--- src/rtl/axi_stream_slave.sv ---
// AXI4-Stream video sink: registers each accepted beat and tracks pixel/line/frame position.
// Latency: one cycle from acceptance to data_valid. Optional SOF-mid-line check via AXIS_SLAVE_PROTOCOL_CHECK_EN.
// Backpressure: none; tready rises one edge after reset release and stays high.
module axi_stream_slave #(
  parameter int DATA_WIDTH = 32,
  parameter int CNT_WIDTH  = 16
) (
  input  logic                  clk,
  input  logic                  rst_n,
  input  logic [DATA_WIDTH-1:0] s_axis_tdata,
  input  logic                  s_axis_tvalid,
  output logic                  s_axis_tready,
  input  logic                  s_axis_tlast,
  input  logic                  s_axis_tuser,
  output logic [DATA_WIDTH-1:0] data_out,
  output logic                  data_valid,
  output logic                  sof_out,
  output logic                  eol_out,
  output logic [CNT_WIDTH-1:0]  pixel_count,
  output logic [CNT_WIDTH-1:0]  line_count,
  output logic [CNT_WIDTH-1:0]  frame_count,
  output logic                  protocol_err
);

  logic                 accept;
  logic [CNT_WIDTH-1:0] pix_nxt;
  logic [CNT_WIDTH-1:0] line_nxt;
  logic [CNT_WIDTH-1:0] frame_nxt;

  assign accept = s_axis_tvalid && s_axis_tready;

  // The tlast rule is applied on top of the tuser rule, so SOF+EOL yields line 1, pixel 0.
  always_comb begin
    pix_nxt   = pixel_count;
    line_nxt  = line_count;
    frame_nxt = frame_count;
    if (accept) begin
      if (s_axis_tuser) begin
        frame_nxt = frame_count + CNT_WIDTH'(1);
        line_nxt  = '0;
        pix_nxt   = CNT_WIDTH'(1);
      end else begin
        pix_nxt   = pixel_count + CNT_WIDTH'(1);
      end
      if (s_axis_tlast) begin
        pix_nxt  = '0;
        line_nxt = line_nxt + CNT_WIDTH'(1);
      end
    end
  end

  always_ff @(posedge clk) begin
    if (!rst_n) begin
      s_axis_tready <= 1'b0;
      data_out      <= '0;
      data_valid    <= 1'b0;
      sof_out       <= 1'b0;
      eol_out       <= 1'b0;
      pixel_count   <= '0;
      line_count    <= '0;
      frame_count   <= '0;
    end else begin
      s_axis_tready <= 1'b1;
      data_valid    <= accept;
      sof_out       <= accept && s_axis_tuser;
      eol_out       <= accept && s_axis_tlast;
      if (accept) begin
        data_out <= s_axis_tdata;
      end
      pixel_count <= pix_nxt;
      line_count  <= line_nxt;
      frame_count <= frame_nxt;
    end
  end

`ifdef AXIS_SLAVE_PROTOCOL_CHECK_EN
  logic err_q;

  always_ff @(posedge clk) begin
    if (!rst_n) begin
      err_q <= 1'b0;
    end else if (accept && s_axis_tuser && (pixel_count != '0)) begin
      err_q <= 1'b1;
    end
  end

  assign protocol_err = err_q;

  // Unknown payload while valid is only observable in simulation.
  assert property (@(posedge clk) disable iff (!rst_n)
    s_axis_tvalid |-> !$isunknown({s_axis_tdata, s_axis_tlast, s_axis_tuser}))
    else $error("axi_stream_slave: X/Z on stream payload while tvalid");
`else
  assign protocol_err = 1'b0;
`endif

endmodule

--- config.mk ---
export PLATFORM = sky130hd
export DESIGN_NAME = axi_stream_slave
export DESIGN_NICKNAME = d
export VERILOG_FILES = /design/src/rtl/axi_stream_slave.sv
export SDC_FILE = /design/constraint.sdc
export NUM_CORES = 1
export LEC_CHECK = 0
export CAP_MARGIN = 0
export CORE_MARGIN = 5
export CORE_UTILIZATION = 35
export DETAILED_ROUTE_END_ITERATION = 10
export SETUP_SLACK_MARGIN = 0.4
export SYNTH_ARGS = -nofsm -noshare
export SYNTH_HDL_FRONTEND = slang
export SYNTH_SLANG_ARGS = --single-unit
export TNS_END_PERCENT = 50
--- constraint.sdc ---
create_clock -name clk -period 6.3 [get_ports clk]
set_input_delay 1.89 -clock clk [delete_from_list [all_inputs] [get_ports clk]]
set_output_delay 1.89 -clock clk [all_outputs]
set_load 0.05 [all_outputs]
==> results of run 1 <==
power by group through the flow:
stage / clock (mW) / sequential (mW) / combinational (mW)
after floorplan: 0 / 0.600 / 0.0356
after global placement: 0 / 0.561 / 0.130
after detailed placement: 0 / 0.562 / 0.130
after CTS: 0.342 / 0.549 / 0.131
after global routing: 0.368 / 0.551 / 0.138
final: 0.327 / 0.549 / 0.129
state kept, by name (all words and copies together) (netlist names):
register and flops:
eol_out 1, frame_count 16, pixel_count 16, line_count 16, data_valid 1, data_out 32, sof_out 1, s_axis_tready 1
placed cells by master, fill, tap and decap left out, types with 6 or more instances in the layout:
master	synthesis	layout
nor2_1	32	32
clkdlybuf4s50_1	0	120
dfxtp_1	84	84
inv_1	6	6
a21oi_1	51	51
xnor2_1	8	8
clkbuf_8	0	10
xor2_1	12	12
o21ai_0	9	9
nand3_1	20	20
or3_1	7	7
nand4_1	10	10
nor4_1	8	8
nand2_1	98	98
Yosys cell counts (5+ instances only):
cell type	number	area share [%]
nand4_1	10	1.8
nand2_1	98	10
clkbuf_1	18	1.9
and3_1	5	0.89
mux2i_1	5	1.4
xnor2_1	8	2.0
nor2_1	32	3.4
xor2_1	12	3.0
a21oi_1	51	7.3
nor4_1	8	1.4
o21ai_0	9	1.3
dfxtp_1	84	48
inv_1	6	0.64
nor3_1	5	0.71
or3_1	7	1.2
nand3_1	20	2.9
critical path, stage by stage:
cell,delay (ps)
clkdlybuf4s50_1,890
nand4_1,400
nor4_1,690
nand3_1,190
mux2i_1,150
per-stage QoR:
stage / cells / setup slack (ps) / hold slack [ps] / cell area, sq um
after floorplan: 431 / 2950 / 671 / 3500
after global routing: 679 / 2190 / 485 / 4960
after global placement: 665 / 2070 / 442 / 4810
after CTS: 679 / 2370 / 458 / 4960
final: 679 / 2330 / 455 / 4960
after detailed placement: 665 / 1990 / 448 / 4810
cell type report:
cell class / count / area, sq um
Sequential cell: 84 / 1680
Clock buffer: 11 / 141
Multi-Input combinational cell: 317 / 1700
Timing Repair Buffer: 124 / 1230
Clock inverter: 3 / 15.0
Inverter: 7 / 26.3
Fill cell: 992 / 4810
Tap cell: 133 / 166
per-layer routing:
layer / global-route usage [%] / wire length [microns] / vias up
li1: - / - / 1695
met1: 18.8 / 4110 / 1565
met2: 25.6 / 4350 / 87
met3: 7.86 / 958 / 6
met4: 4.27 / 64 / 0
met5: 0 / 0 / -
path summary, 6_finish.rpt:
kind / endpoint / slack [ps]
setup / recovery: frame_count[15] / 2330
hold / removal: data_out[16] / 460
setup reg to reg: pixel_count[15] / 4190
hold reg to reg: data_out[16] / 460
kinds of logic after synthesis:
family / Yosys count / share of synthesized area [%]
AO/OA/AOI/OAI: 76 / 12.0
XOR/XNOR: 20 / 5.00
adder cells (fa/ha/maj): 3 / 1.07
buffers and inverters: 30 / 3.46
flip-flops: 84 / 48.0
multiplexers: 6 / 1.75
other: 1 / 0.107
AND/OR/NAND/NOR: 211 / 28.6
==> impl_results.md, run 1 <==
- Status: finished clean
- Worst slew pin tran: ~770 ps
- Clock power frac: approximately a third
- First-pass GRT wire length: between 15000 and 20000 microns
- Syn avg cell area: 8.13 sq um
- CTS tree: built
- P per Cell Area: around 200 mW/mm^2
- I/O Buffers: 120
- Die Width: about 110 microns
- Ys flop type: dfxtp_1
- Netlist Area Pre-Place: 0.00350 sq mm
- Setup violations, final: 0
- Crit path DAT: 4210 ps
- Syn. warnings: 0
- Asr flop ratio synth: 0%
- Starting Density: between 30% and 40%
- Total CTS buffers: 9
- Worst Path Required: 6540 ps
- GRT Residual Overflow: 0
- DP Wirelength: between 6000 and 7000 microns
- # hold bufs at CTS: 0
- RSZ-0062 raised after global routing: false
- Share of layout cells above drive strength 1: under 10%
- Syn Inst Count: approximately 430
- Clock Sinks: 84
- CP startpoint: s_axis_tuser
- Clock Latency Late Sink: roughly 350 ps
- Critical Path Fanout Max: 19
- Critical Path Source Type: input pin
- WL final: 9480 microns
- Initial antenna violation count: 0
- Pint: ~0.74 mW
- Crit end category: register
- Vias: about 3400
- Setup bufs post-CTS: 0
- Row cnt: 36
- Slew Limit Fails: 0
- Reg2Reg Launch Point: s_axis_tready
- Sequential power share: a little over half
- Power, Total: around 1 mW
- Total GRT Usage: about 16%
- Post-synth EDFFs: 0
- Final #Nets: a little under 600
- WHS Path Cells: 2
- Worst Hold Class: register to register
- Switch Pwr: approximately 0.27 mW
- Worst hold start: data_out[16]
- Die area: ~0.012 sq mm
- H-tree depth: 3
- Gpl congestion: just over 0.8
- Gates resized, CTS repair: 0
- Leak Pwr: about 1.7 nW
- Max Fclk: 252 MHz
- Die H: 110 microns
- Comb pwr share: between 10% and 20%
- Post-Route Utilization: 50.8%
- Vias in the first global route: between 3000 and 4000
- Synth-to-Final Area Change: 41.6%
- Maximum vdd ir drop: roughly 0.1 mV
- Max-cap violations: 0
- Final setup TNS: 0 ps
- Max-slew headroom: around half
- Synthesized Nets: 471
- Yosys reg bits: 84
- Sw frac: between 20% and 30%
- Sequential element share of the synthesized area: between 40% and 50%
- Vias/cell: roughly 4.9
- Drt pass-1 iters: 4
- R2R cell count: 5
- Clock transition at path regs: approximately 80 ps
- Period utilisation layout: 63.0%
- Largest net degree at the start of global routing: between 40 and 50
- CTS Root Cell: clkbuf_8
- Clock Path Buffers: 2
- Antenna fix cells: 0
- Antenna-violating nets left: 0
- Core region area: roughly 0.0098 sq mm
- DRC: 0
- Clk_skew: about 7 ps
- Setup CP Type: input pin to register
- Routed WL per cell: 14.0 microns
- Final min period: about 4000 ps
- Initial drt markers: approximately 100
- Num ports: 122
- Final number of hold-violating endpoints: 0
- Distinct cells, synth: 42
Note: power is estimated with default switching activity, not from simulation.
==> inputs of run 2 (changes only) <==
==> constraint.sdc (replaced) <==
create_clock -name clk -period 3.7 [get_ports clk]
set_input_delay 1.11 -clock clk [delete_from_list [all_inputs] [get_ports clk]]
set_output_delay 1.11 -clock clk [all_outputs]
set_load 0.05 [all_outputs]
==> run 2 against run 1 <==
Net effect: core utilization is 0.73 points higher; cell count increased by 1.2%; die area did not move; final area rose by 1.4%.
==> impl_results.md, run 2 (synthesized netlist as in run 1, its figures left out) <==
- Status: finished clean
- DP Cell Count: 671 (+0.90%)
- # hold bufs at CTS: 0 (unchanged)
- Die H: 110 microns (unchanged)
- Worst slew pin tran: 638 ps (-135 ps)
- Num ports: 122 (unchanged)
- RSZ-0062 raised after global routing: false
- Clock Path Buffers: 2 (unchanged)
- Met3 usage: 6.52% (-1.3 points)
- Maximum vdd ir drop: 0.195 mV (+100%)
- Reg2Reg Launch Point: s_axis_tready
- Period utilisation layout: between 80% and 90%
- Fin cells: 687 (+1.2%)
- I/O Buffers: 120 (unchanged)
- Final number of hold-violating endpoints: 0 (unchanged)
- WL final: 9440 microns (-0.41%)
- GR Util met1: 19.6% (+0.77 points)
- Critical path's slowest cell: clkdlybuf4s50_1
- CTS Root Cell: clkbuf_8
- Critical Path Source Type: input pin
- Vias in the first global route: 3145 (-0.29%)
- Worst hold start: data_out[13]
- Worst Hold Class: register to register
- Max-slew headroom: 56.9% (+8.4 points)
- Clock Latency Late Sink: 340 ps (about the same)
- Drt pass-1 iters: 4 (unchanged)
- Grt met2 use: 25.3% (-0.39 points)
- Largest net degree at the start of global routing: 44 (+7.3%)
- Post-Route Utilization: 51.5% (+0.73 points)
- CP top delay family: simple AND/OR/NAND/NOR gates
- CP Buf/Inv Count: 1 (unchanged)
- Total of fill cells in the finished design: 957 (-3.5%)
- Vias: 3336 (-0.51%)
- Core region area: 0.00977 sq mm (unchanged)
- Final #Nets: 589 (+1.0%)
- Worst Path Required: 3940 ps (-2600 ps)
- Die area: 0.0121 sq mm (unchanged)
- Leak Pwr: 1.73 nW (+2.6%)
- Antenna-violating nets left: 0 (unchanged)
- Total GRT Usage: 15.8% (-0.058 points)
- Total CTS buffers: 9 (unchanged)
- Clock transition at path regs: 90 ps (about the same)
- DRC: 0 (unchanged)
- Power, Total: 1.79 mW (+78%)
- Critical Path Fanout Max: 15 (-4)
- GR peak layer: met2
- Crit end category: register
- Final setup TNS: 0 ps (unchanged)
- CP startpoint: s_axis_tuser
- Initial antenna violation count: 0 (unchanged)
- Max Fclk: between 300 and 400 MHz
- GRT Residual Overflow: 0 (unchanged)
- Setup violations, final: 0 (unchanged)
- Share of layout cells above drive strength 1: 6.50% (+1.4 points)
- CTS tree: built
- Initial drt markers: 102 (+0.99%)
- Starting Density: 35.8% (unchanged)
- Slew Limit Fails: 0 (unchanged)
- Clock Sinks: 84 (unchanged)
- Crit path DAT: 3230 ps (-980 ps)
- H-tree depth: 3 (unchanged)
- Max-cap violations: 0 (unchanged)
- Top reg by flops: data_out
- CP Cell Sequence: clkdlybuf4s50_1 > nand4_1 > nor4_1 > nand3_1 > mux2i_1
- Final min period: roughly 3000 ps
- Gpl congestion: 0.813 (+1.0%)
- Antenna fix cells: 0 (unchanged)
- Row cnt: 36 (unchanged)
- Synth-to-Final Area Change: 43.7%
- Routed WL per cell: 13.7 microns (-1.6%)
- Clk_skew: 7.01 ps (+0.190 ps)
- Setup CP Type: input pin to register
- Most frequent cells in the layout: clkdlybuf4s50_1 (120), nand2_1 (98), dfxtp_1 (84), a21oi_1 (51), nor2_1 (32)
- Vias/cell: 4.86 (-1.7%)
- Largest register FFs: 32 (unchanged)
- Gates resized, CTS repair: 0 (unchanged)
- Die Width: 110 microns (unchanged)
- DP Wirelength: 6780 microns (+1.2%)
- CP peak stage delay: 820 ps (-70 ps)
- Most common cell after layout, fill and taps aside: clkdlybuf4s50_1
- Setup bufs post-CTS: 0 (unchanged)
- First-pass GRT wire length: 15200 microns (unchanged)
- P per Cell Area: 356 mW/mm^2 (+75%)
==> run 2: changes by cell type in the layout (fill, tap and decap cells not counted) <==
| cell | before | now |
|---|---|---|
| clkinv_2 | 3 | 5 |
| bufinv_16 | 0 | 1 |
| buf_4 | 4 | 10 |
| clkbuf_8 | 10 | 9 |
==> run 2: stage by stage <==
step / area [sq um] / hold slack, ps / setup slack (ps)
6_report: 5030 / 456 / 706
5_1_grt: 5030 / 483 / 498
3_5_place_dp: 4850 / 447 / 396
2_1_floorplan: 3500 / 671 / 1130
4_1_cts: 5030 / 457 / 761
3_3_place_gp: 4850 / 441 / 429
==> run 2: layout make-up <==
class                      count  area (sq um)  area share, %
clock buffer                  10           128           2.54
inverter                       7          26.3          0.522
timing repair buffer         130          1280           25.4
tap                          133           166           3.31
multi-input combinational    317          1700           33.8
sequential                    84          1680           33.4
clock inverter                 6          55.1           1.09
==> run 2: routing by layer <==
metal	routed length [microns]	share of wire, %
met1	4140	44
met2	4350	46
met3	863	9.1
met4	87	0.92
met5	0	0
==> run 2: final timing paths <==
check                     to  slack, ps  cells past startpoint
max          frame_count[13]        710                      5
min             data_out[13]        460                      2
max reg2reg  pixel_count[15]       1780                      6
min reg2reg     data_out[13]        460                      2
==> run 2: worst register-to-register path: stages, from the launching register on <==
cell and delay [ps]:
dfxtp_1 410, nand2_1 130, buf_4 390, o21ai_0 170, buf_4 200, or4_1 500
o21ai_1 70
==> run 2: power breakdown <==
part	leakage, nW	switching (mW)	internal (mW)
logic	0.948	0.138	0.0870
clock network	0.0996	0.323	0.307
registers	0.681	0.0122	0.923
